===== src/rtl/tlb_pkg.sv =====
// tlb_pkg: shared op codes, FSM states and CSR field positions for the
// TLB management initiator (tlb_op_ctrl and its interface).
package tlb_pkg;

    localparam int TLBNUM_DFLT = 32;

    localparam int INV_OP_W = 5;
    localparam int ASID_W   = 10;
    localparam int VPPN_W   = 19;
    localparam int PS_W     = 6;

    // Highest legal INVTLB op; anything above reports INE.
    localparam logic [INV_OP_W-1:0] INV_OP_MAX = 5'd6;

    // TLBIDX / TLBELO field positions.
    localparam int IDX_INDEX_LSB = 0;
    localparam int IDX_PS_LSB    = 24;
    localparam int IDX_NE        = 31;
    localparam int ELO_G         = 6;

    typedef enum logic [2:0] {
        TLBOP_SRCH = 3'd0,
        TLBOP_RD   = 3'd1,
        TLBOP_WR   = 3'd2,
        TLBOP_FILL = 3'd3,
        TLBOP_INV  = 3'd4
    } tlb_op_e;

    typedef enum logic [2:0] {
        S_IDLE  = 3'd0,
        S_SRCH  = 3'd1,
        S_RD    = 3'd2,
        S_ISSUE = 3'd3,
        S_DONE  = 3'd4
    } tlb_state_e;

    // Unknown op codes and out-of-range INVTLB ops both complete with INE.
    function automatic logic op_is_illegal(
        input logic [2:0]          code,
        input logic [INV_OP_W-1:0] inv_op
    );
        return (code > 3'(TLBOP_INV)) ||
               ((code == 3'(TLBOP_INV)) && (inv_op > INV_OP_MAX));
    endfunction

endpackage


===== src/rtl/tlb_op_ctrl_if.sv =====
// tlb_op_ctrl_if: EX-side op request (valid/ready + operands) and the
// done/ine completion pulse. master = pipeline, slave = tlb_op_ctrl.
interface tlb_op_ctrl_if;
    import tlb_pkg::*;

    logic                op_valid;
    logic                op_ready;
    logic [2:0]          op_code;
    logic [INV_OP_W-1:0] inv_op;
    logic [ASID_W-1:0]   inv_asid;
    logic [VPPN_W-1:0]   inv_vpn;
    logic                done_valid;
    logic                done_ine;

    modport master (
        output op_valid, op_code, inv_op, inv_asid, inv_vpn,
        input  op_ready, done_valid, done_ine
    );

    modport slave (
        input  op_valid, op_code, inv_op, inv_asid, inv_vpn,
        output op_ready, done_valid, done_ine
    );

endinterface


===== src/rtl/tlb_rand_idx.sv =====
// tlb_rand_idx: free-running 0..TLBNUM-1 wrap counter used as TLBFILL
// victim; sample captures the count, rand_index holds the captured value.
module tlb_rand_idx
    import tlb_pkg::*;
#(
    parameter int  TLBNUM = TLBNUM_DFLT,
    localparam int IDX_W  = $clog2(TLBNUM)
) (
    input  logic             clk,
    input  logic             reset,
    input  logic             sample,
    output logic [IDX_W-1:0] rand_index
);

    logic [IDX_W-1:0] cnt_q, cnt_d;
    logic [IDX_W-1:0] smp_q, smp_d;

    always_comb begin
        cnt_d = cnt_q + IDX_W'(1);
        // Explicit wrap so non power-of-two TLBNUM stays in range.
        if (cnt_q == IDX_W'(TLBNUM - 1)) begin
            cnt_d = '0;
        end
        smp_d = sample ? cnt_q : smp_q;
    end

    always_ff @(posedge clk or posedge reset) begin
        if (reset) begin
            cnt_q <= '0;
            smp_q <= '0;
        end else begin
            cnt_q <= cnt_d;
            smp_q <= smp_d;
        end
    end

    assign rand_index = smp_q;

endmodule


===== src/rtl/tlb_op_ctrl.sv =====
// tlb_op_ctrl: runs one TLBSRCH/RD/WR/FILL/INVTLB op on addr_trans.
// Ports: clk/reset, flush, op_if (EX op + done), TLB strobes, r_* read
// port, CSR write-back enables and data.
module tlb_op_ctrl
    import tlb_pkg::*;
#(
    parameter int  TLBNUM = TLBNUM_DFLT,
    localparam int IDX_W  = $clog2(TLBNUM)
) (
    input  logic                clk,
    input  logic                reset,
    input  logic                flush,
    tlb_op_ctrl_if.slave        op_if,
    output logic                tlbsrch_en,
    input  logic                srch_finish,
    input  logic                srch_found,
    input  logic [IDX_W-1:0]    srch_index,
    output logic                tlb_wen,
    output logic                tlb_fill_en,
    output logic [IDX_W-1:0]    rand_index,
    output logic                tlbinv_en,
    output logic [INV_OP_W-1:0] tlbinv_op,
    output logic [ASID_W-1:0]   tlbinv_asid,
    output logic [VPPN_W-1:0]   tlbinv_vpn,
    input  logic [VPPN_W-1:0]   r_vppn,
    input  logic [ASID_W-1:0]   r_asid,
    input  logic                r_g,
    input  logic [PS_W-1:0]     r_ps,
    input  logic                r_e,
    input  logic [31:0]         r_lo0,
    input  logic [31:0]         r_lo1,
    output logic                srch_we,
    output logic                rd_we,
    output logic [31:0]         idx_wdata,
    output logic [31:0]         ehi_wdata,
    output logic [31:0]         elo0_wdata,
    output logic [31:0]         elo1_wdata,
    output logic [ASID_W-1:0]   asid_wdata
);

    tlb_state_e          state_q, state_d;
    logic [2:0]          code_q, code_d;
    logic                ine_q, ine_d;
    logic [INV_OP_W-1:0] inv_op_q, inv_op_d;
    logic [ASID_W-1:0]   inv_asid_q, inv_asid_d;
    logic [VPPN_W-1:0]   inv_vpn_q, inv_vpn_d;

    logic op_ready;
    logic accept;
    logic fill_smp;
    logic done_valid;
    logic done_ine;

    // A flushed cycle never accepts, so ready drops with flush.
    assign op_ready = (state_q == S_IDLE) && !flush;
    assign accept   = op_if.op_valid && op_ready;
    assign fill_smp = accept && (op_if.op_code == 3'(TLBOP_FILL));

    tlb_rand_idx #(
        .TLBNUM (TLBNUM)
    ) u_rand (
        .clk        (clk),
        .reset      (reset),
        .sample     (fill_smp),
        .rand_index (rand_index)
    );

    always_comb begin
        state_d     = state_q;
        code_d      = code_q;
        ine_d       = ine_q;
        inv_op_d    = inv_op_q;
        inv_asid_d  = inv_asid_q;
        inv_vpn_d   = inv_vpn_q;
        tlbsrch_en  = 1'b0;
        tlb_wen     = 1'b0;
        tlb_fill_en = 1'b0;
        tlbinv_en   = 1'b0;
        srch_we     = 1'b0;
        rd_we       = 1'b0;
        done_valid  = 1'b0;
        done_ine    = 1'b0;
        idx_wdata   = '0;
        ehi_wdata   = '0;
        elo0_wdata  = '0;
        elo1_wdata  = '0;
        asid_wdata  = '0;

        // Flush wins over every state and leaves all strobes low.
        if (flush) begin
            state_d = S_IDLE;
        end else begin
            unique case (state_q)
                S_IDLE: begin
                    if (accept) begin
                        code_d     = op_if.op_code;
                        ine_d      = op_is_illegal(op_if.op_code,
                                                   op_if.inv_op);
                        inv_op_d   = op_if.inv_op;
                        inv_asid_d = op_if.inv_asid;
                        inv_vpn_d  = op_if.inv_vpn;
                        unique case (1'b1)
                            op_if.op_code == 3'(TLBOP_SRCH):
                                state_d = S_SRCH;
                            op_if.op_code == 3'(TLBOP_RD):
                                state_d = S_RD;
                            default:
                                state_d = S_ISSUE;
                        endcase
                    end
                end
                S_SRCH: begin
                    tlbsrch_en = 1'b1;
                    if (srch_finish) begin
                        srch_we = 1'b1;
                        idx_wdata[IDX_INDEX_LSB +: IDX_W] = srch_index;
                        idx_wdata[IDX_NE] = !srch_found;
                        state_d = S_DONE;
                    end
                end
                S_RD: begin
                    rd_we = 1'b1;
                    if (r_e) begin
                        ehi_wdata  = {r_vppn, 13'b0};
                        elo0_wdata = r_lo0;
                        elo1_wdata = r_lo1;
                        elo0_wdata[ELO_G] = r_g;
                        elo1_wdata[ELO_G] = r_g;
                        asid_wdata = r_asid;
                        idx_wdata[IDX_PS_LSB +: PS_W] = r_ps;
                    end else begin
                        idx_wdata[IDX_NE] = 1'b1;
                    end
                    state_d = S_DONE;
                end
                S_ISSUE: begin
                    if (!ine_q) begin
                        unique case (1'b1)
                            code_q == 3'(TLBOP_WR):   tlb_wen     = 1'b1;
                            code_q == 3'(TLBOP_FILL): tlb_fill_en = 1'b1;
                            code_q == 3'(TLBOP_INV):  tlbinv_en   = 1'b1;
                            default: ;
                        endcase
                    end
                    state_d = S_DONE;
                end
                S_DONE: begin
                    done_valid = 1'b1;
                    done_ine   = ine_q;
                    state_d    = S_IDLE;
                end
                default: state_d = S_IDLE;
            endcase
        end
    end

    always_ff @(posedge clk or posedge reset) begin
        if (reset) begin
            state_q    <= S_IDLE;
            code_q     <= '0;
            ine_q      <= 1'b0;
            inv_op_q   <= '0;
            inv_asid_q <= '0;
            inv_vpn_q  <= '0;
        end else begin
            state_q    <= state_d;
            code_q     <= code_d;
            ine_q      <= ine_d;
            inv_op_q   <= inv_op_d;
            inv_asid_q <= inv_asid_d;
            inv_vpn_q  <= inv_vpn_d;
        end
    end

    assign tlbinv_op   = inv_op_q;
    assign tlbinv_asid = inv_asid_q;
    assign tlbinv_vpn  = inv_vpn_q;

    assign op_if.op_ready   = op_ready;
    assign op_if.done_valid = done_valid;
    assign op_if.done_ine   = done_ine;

endmodule


===== src/flat_wrapper.sv =====
// flat-port wrapper written by rule: the top's interface ports become plain ports
module tlb_op_ctrl_flat import tlb_pkg::*;
#(
    parameter int  TLBNUM = TLBNUM_DFLT,
    localparam int IDX_W  = $clog2(TLBNUM)
)
  (clk, reset, flush, tlbsrch_en, srch_finish, srch_found, srch_index, tlb_wen, tlb_fill_en, rand_index, tlbinv_en, tlbinv_op, tlbinv_asid, tlbinv_vpn, r_vppn, r_asid, r_g, r_ps, r_e, r_lo0, r_lo1, srch_we, rd_we, idx_wdata, ehi_wdata, elo0_wdata, elo1_wdata, asid_wdata, op_if_op_valid, op_if_op_code, op_if_inv_op, op_if_inv_asid, op_if_inv_vpn, op_if_op_ready, op_if_done_valid, op_if_done_ine);
  tlb_op_ctrl_if op_if_i ();
  input  logic clk;
  input  logic reset;
  input  logic flush;
  output logic tlbsrch_en;
  input  logic srch_finish;
  input  logic srch_found;
  input  logic [IDX_W-1:0] srch_index;
  output logic tlb_wen;
  output logic tlb_fill_en;
  output logic [IDX_W-1:0] rand_index;
  output logic tlbinv_en;
  output logic [INV_OP_W-1:0] tlbinv_op;
  output logic [ASID_W-1:0] tlbinv_asid;
  output logic [VPPN_W-1:0] tlbinv_vpn;
  input  logic [VPPN_W-1:0] r_vppn;
  input  logic [ASID_W-1:0] r_asid;
  input  logic r_g;
  input  logic [PS_W-1:0] r_ps;
  input  logic r_e;
  input  logic [31:0] r_lo0;
  input  logic [31:0] r_lo1;
  output logic srch_we;
  output logic rd_we;
  output logic [31:0] idx_wdata;
  output logic [31:0] ehi_wdata;
  output logic [31:0] elo0_wdata;
  output logic [31:0] elo1_wdata;
  output logic [ASID_W-1:0] asid_wdata;
  input wire logic [$bits(op_if_i.op_valid)-1:0] op_if_op_valid;
  input wire logic [$bits(op_if_i.op_code)-1:0] op_if_op_code;
  input wire logic [$bits(op_if_i.inv_op)-1:0] op_if_inv_op;
  input wire logic [$bits(op_if_i.inv_asid)-1:0] op_if_inv_asid;
  input wire logic [$bits(op_if_i.inv_vpn)-1:0] op_if_inv_vpn;
  output wire logic [$bits(op_if_i.op_ready)-1:0] op_if_op_ready;
  output wire logic [$bits(op_if_i.done_valid)-1:0] op_if_done_valid;
  output wire logic [$bits(op_if_i.done_ine)-1:0] op_if_done_ine;
  assign op_if_i.op_valid = op_if_op_valid;
  assign op_if_i.op_code = op_if_op_code;
  assign op_if_i.inv_op = op_if_inv_op;
  assign op_if_i.inv_asid = op_if_inv_asid;
  assign op_if_i.inv_vpn = op_if_inv_vpn;
  assign op_if_op_ready = op_if_i.op_ready;
  assign op_if_done_valid = op_if_i.done_valid;
  assign op_if_done_ine = op_if_i.done_ine;
  tlb_op_ctrl #(.TLBNUM(TLBNUM)) u_core (.clk(clk), .reset(reset), .flush(flush), .op_if(op_if_i), .tlbsrch_en(tlbsrch_en), .srch_finish(srch_finish), .srch_found(srch_found), .srch_index(srch_index), .tlb_wen(tlb_wen), .tlb_fill_en(tlb_fill_en), .rand_index(rand_index), .tlbinv_en(tlbinv_en), .tlbinv_op(tlbinv_op), .tlbinv_asid(tlbinv_asid), .tlbinv_vpn(tlbinv_vpn), .r_vppn(r_vppn), .r_asid(r_asid), .r_g(r_g), .r_ps(r_ps), .r_e(r_e), .r_lo0(r_lo0), .r_lo1(r_lo1), .srch_we(srch_we), .rd_we(rd_we), .idx_wdata(idx_wdata), .ehi_wdata(ehi_wdata), .elo0_wdata(elo0_wdata), .elo1_wdata(elo1_wdata), .asid_wdata(asid_wdata));
endmodule

===== config.mk =====
export PLATFORM = sky130hd
export DESIGN_NAME = tlb_op_ctrl_flat
export DESIGN_NICKNAME = d
export VERILOG_FILES = /design/src/rtl/tlb_pkg.sv /design/src/rtl/tlb_op_ctrl_if.sv /design/src/rtl/tlb_rand_idx.sv /design/src/rtl/tlb_op_ctrl.sv /design/src/flat_wrapper.sv
export SDC_FILE = /design/constraint.sdc
export NUM_CORES = 1
export LEC_CHECK = 0
export ABC_AREA = 0
export CORE_AREA = 2 2 130 132
export CTS_CLUSTER_DIAMETER = 150
export DETAILED_ROUTE_END_ITERATION = 10
export DIE_AREA = 0 0 132 134
export PLACE_DENSITY = 0.68
export RECOVER_POWER = 50
export REMOVE_ABC_BUFFERS = 1
export SYNTH_ARGS = -nofsm -noshare
export SYNTH_HDL_FRONTEND = slang
export SYNTH_HIERARCHICAL = 1
export SYNTH_SLANG_ARGS = --single-unit
export TNS_END_PERCENT = 100

===== constraint.sdc =====
create_clock -name clk -period 3.3 [get_ports clk]
set_input_delay 0.825 -clock clk [delete_from_list [all_inputs] [get_ports clk]]
set_output_delay 0.825 -clock clk [all_outputs]
set_load 0.01 [all_outputs]

* After elaboration in Yosys (flattened, before gate mapping)
Cells that the tools add are included.
Operators by class: order comparisons 2, mux-type cells 51, equal/unequal tests 13, bitwise operators 1, add/sub/neg operators 1, reduce and logical (&&, ||, !) cells 12
Operator list (count):
- 32-bit two-way mux | 9
- 10-bit two-way mux | 3
- 1-bit two-way mux | 26
- 5-bit two-way mux | 4
- 6-bit two-way mux | 3
- 3-bit by 2-bit equality test with 1-bit output, second input constant | 5
- 3-bit equality test, second input constant | 3
- 3-bit two-way mux | 3
- 3-bit one-hot mux with 3 select lines | 1
- 3-bit by 1-bit equality test with 1-bit output, second input constant | 2
- 3-bit zero test | 2
- 5-bit by 1-bit adder with 5-bit output, second input constant | 1
- 5-bit equality test, second input constant | 1
- 5-bit by 3-bit greater-than comparator with 1-bit output, second input constant | 1
- 1-bit logical AND | 4
- 2-bit one-hot mux with 2 select lines | 1
- 3-bit greater-than comparator, second input constant | 1
- 3-bit by 2-bit != test with 1-bit output, second input constant | 1
- 3-bit != test, second input constant | 1
- 3-bit AND reduction | 1
- 1-bit zero test | 2
- 1-bit one-hot mux with 2 select lines | 1
- 2-bit AND reduction | 1
- 2-bit OR reduction | 1
- 2 further kinds | 2
Storage, ports and cells: flip-flop bits (word level) 51, input port bits 149, word-level logic and storage cells 88, output and inout bits 186

* Logic depth before layout (Yosys ltp)
word-level depth 6, depth in mapped cells 6, depth with buffers taken out 5

* Cells and area by module
Netlist, hierarchy kept.
By module, submodules not included:
- tlb_op_ctrl | seq. area each 1026.0 µm², cells each 263, instances 1, area each 2682.6 µm²
- tlb_rand_idx | seq. area each 250.2 µm², cells each 27, instances 1, area each 400.4 µm²

* Least setup slack after synthesis
OpenSTA, ideal clock, no wires.
kind in2out, start input flush, end output idx_wdata[0], data required time 2.475 ns, setup slack 0.506 ns, data arrival time 1.969 ns, cell stages on the path 2, buffers on the path 0, path through nor4b_1 > and3_1
On the way: longest elaborated chain between the ends 1
Ends and longest elaborated chain:
- start, declared | line flat_wrapper.sv:11 | input logic flush;
- 5-bit two-way mux | line tlb_op_ctrl.sv:90 | if (flush) begin
- end, declared | line flat_wrapper.sv:32 | output logic [31:0] idx_wdata;
No other way between the ends.

* Worst setup path after layout
start input r_e, end output elo1_wdata[24]
On the way: longest elaborated chain between the ends 3
Ends and longest elaborated chain:
- start, declared | line flat_wrapper.sv:27 | input logic r_e;
- 32-bit two-way mux | line tlb_op_ctrl.sv:123 | if (r_e) begin
- 32-bit two-way mux | line tlb_op_ctrl.sv:93 | unique case (state_q)
- 32-bit two-way mux | line tlb_op_ctrl.sv:90
- end, declared | line flat_wrapper.sv:35 | output logic [31:0] elo1_wdata;
No other way between the ends.

==> flow_summary_export.csv <==
group,metric,value,unit
worst_setup_path,arrival,2.45,ns
place,placedCellCount,812,
timing,setup_slack,0.0245,ns
floorplan,fp-row-count,47,
timing,clock_skew,0.00438,ns
global_routing,globalRouteOverflowTotal,0,
detailed_routing,vias,3196,
synth,netlist_area,3080,um2
timing,tns,0,ns
worst_setup_path,cp_common_cell,"buf_12",
power,power_switching,589,uW
worst_setup_path,worst-r2r-cell-count,5,
power,total_power,2.28,mW
synth,yosysTopAreaCell,"dfrtp_1",
timing,fin_hold_ws,0.498,ns
place,place_congestion,0.844,
global_routing,antenna_found_initial,3,
detailed_routing,dr.first_iter.drc_count,74,
synth,yosysSeqAreaShare,41.4,%
min_path,hold_class,"reg2reg",
floorplan,die_h,134,um
power,p_per_area,363,nW/um2
floorplan,start_util,18.9,%
worst_setup_path,cp.required,2.47,ns
detailed_routing,ant_nets,0,
global_routing,grt_pass1_vias,3402,
final_layout,stdcell_area,6290,um2
clock_tree,cts_hold_buf,0,
worst_setup_path,path_class,"in2out",
synth,syn_inst,290,
timing,min_period_over_period,99.3,%
place,dp_slack,-0.238,ns
worst_setup_path,crit_chain,"clkdlybuf4s50_1 > nor4b_4 > buf_12 > buf_12 > buf_12 > and2_1 > clkdlybuf4s15_1",
power,ir_drop,313,uV
clock_tree,clockBufferDepth,2,
timing,maxSlewHeadroom,35.2,%
power,p_leak,2.99,nW
clock_tree,cts-root-buf,"clkbuf_16",
power,clkPwrFrac,29.0,%
detailed_routing,drc,0,
place,placed_cell_area,6290,um2
min_path,min_delay_path_depth,1,
global_routing,grt_max_degree,41,
clock_tree,cts_htree_levels,2,
place,dp.final_hpwl,12100,um
detailed_routing,via_per_inst,3.88,
final_layout,layout_commonest_cell,"clkdlybuf4s50_1",
power,swShare,25.8,%
global_routing,grt_first_pass_wirelength,20100,um
detailed_routing,postRouteWirelength,13600,um
timing,max_freq,0.305,GHz
worst_setup_path,max_stage_delay,0.50,ns
power,pwr-share-comb,33.6,%
final_layout,final_cell_mix,"157 x clkdlybuf4s50_1, 100 x and2_1, 51 x dfrtp_1",
clock_tree,clk_pin_slew,0.06,ns
timing,setup_viol,0,
synth,yosys-top-cells-area,"dfrtp_1 41%, and2_1 20%, mux2_2 15%",
final_layout,final_util,38.6,%
worst_setup_path,ff2ff_setup_slack,1.05,ns
clock_tree,clk_latency,0.29,ns
status,status,"finished clean",
final_layout,final_cells,823,
power,p_int,1.69,mW
worst_setup_path,endpoint_kind,"output port",
power,p_seq_share,37.3,%
floorplan,core_area,16300,um2
clock_tree,cts-buffers-inserted,5,
detailed_routing,dr.pass1.iters,4,
final_layout,nets,751,
timing,finalMaxSlewViolations,0,
synth,yosysWarnings,6,
worst_setup_path,path_max_fanout,34,
floorplan,dieArea,17700,um2
flow_run,cap_violations,0,
synth,synth.avg_cell_area,10.6,um2
timing,min_period,3.28,ns
floorplan,io-pin-count,335,
clock_tree,cts_tree,"built",
final_layout,area_growth,104,%
detailed_routing,wire_per_inst,16.5,um
final_layout,layout-drive-gt1-share,19.1,%
timing,tightest_slew,0.971,ns
synth,synth-seq-cells,51,
clock_tree,cts.sinks,51,
worst_setup_path,crit_path_start_kind,"input pin",
timing,hold_violations,0,
floorplan,die_x,132,um
global_routing,grt_usage,14.6,%
synth,synth_top_area_share,41.4,%
worst_setup_path,cp_slowest_cell,"clkdlybuf4s50_1",
timing,grt_setup_unrepaired,"true",
synth,yosysUniqueCellTypes,35,
place,numPortBuffers,299,
## final cells by class
cell class	count	area, um2
sequential	51	1280
inverter	2	7.51
multi-input combinational	221	1580
tap	220	275
antenna	2	5.00
clock buffer	5	125
clock inverter	3	67.6
timing repair buffer	319	2950
fill	1657	10000
## power by group through the flow
stage | sequential (mW) | combinational [mW] | clock [mW]
2_1_floorplan | 0.918 | 0.220 | 0
4_1_cts | 0.859 | 0.826 | 0.692
6_report | 0.852 | 0.767 | 0.662
3_3_place_gp | 0.858 | 0.821 | 0
5_1_grt | 0.876 | 0.819 | 0.716
3_5_place_dp | 0.869 | 0.834 | 0
## routing by layer
layer  up-vias  share of wire, %  track usage [%]
li1       1508                 -                -
met4         2               1.5             3.80
met1      1506                38             16.0
met3        15               8.7             4.69
met2       165                52             27.0
met5         -             0.096                0
## final timing paths
check                                       from                     to
hold / removal             u_core/tlbinv_asid[2]  u_core/tlbinv_asid[2]
max in group asynchronous                  reset    u_core/tlbinv_op[0]
hold reg to reg            u_core/tlbinv_asid[2]  u_core/tlbinv_asid[2]
setup reg to reg               u_core/state_q[2]  u_core/tlbinv_vpn[12]
setup / recovery                             r_e         elo1_wdata[24]
min in group asynchronous                  reset  u_core/tlbinv_vpn[10]
## cells in the mapped netlist
cell type and number:
nor4_4 1, nor2b_1 3, mux2_4 1, o2bb2ai_1 1, a21oi_1 1, nand2b_1 1
nor4bb_1 1, or4_1 1, conb_1 1, and3b_1 1, buf_4 37, xnor2_1 1
o21a_1 1, nor2_1 6, inv_1 2, o21ai_0 1, nand4b_1 1, nor4b_4 1
nand3_1 1, buf_6 4, mux2_2 42, a31oi_1 1, and2_1 100, nand2_1 2
nor3_1 4, ha_1 2, dfrtp_1 51, nand3_2 1, nor4b_1 2, and3_2 1
clkbuf_1 7, and3_1 5, and4_1 1, nor3b_1 3, nand2b_2 1
## critical path, delay by kind of cell
| family | cells | cell delay (ns) |
|---|---|---|
| buf+inv | 5 | 1.20 |
| simple gates | 2 | 0.42 |
## sequential cells by signal, indices dropped and copies added, names as in the netlist
signal,flops
u_core/tlbinv_vpn,19
u_core/tlbinv_op,5
u_core/ine_q,1
u_core/tlbinv_asid,10
u_core/u_rand/rand_index,5
u_core/code_q,3
u_core/state_q,3
u_core/u_rand/cnt_q,5
## what timing repair did
| action | CTS | global route |
|---|---|---|
| buffers inserted | 0 | 1 |
| resized for setup | 98 | 110 |
| setup endpoints to repair | 111 | 13 |
| endpoints found under the hold margin | 0 | 0 |
| pin swaps | 1 | 0 |
## cells by family (layout without fill, tap and decap cells)
kind of cell | Yosys count | count (layout) | synth area share (%)
fa+ha+maj | 2 | 2 | 0.812
flops | 51 | 51 | 41.4
compound gates | 5 | 5 | 1.06
other cells | 1 | 35 | 0.122
xor+xnor | 1 | 1 | 0.284
mux | 43 | 43 | 15.8
simple gates | 137 | 137 | 28.9
buf+inv | 50 | 329 | 11.6
Power figures use the tool's default switching activity.
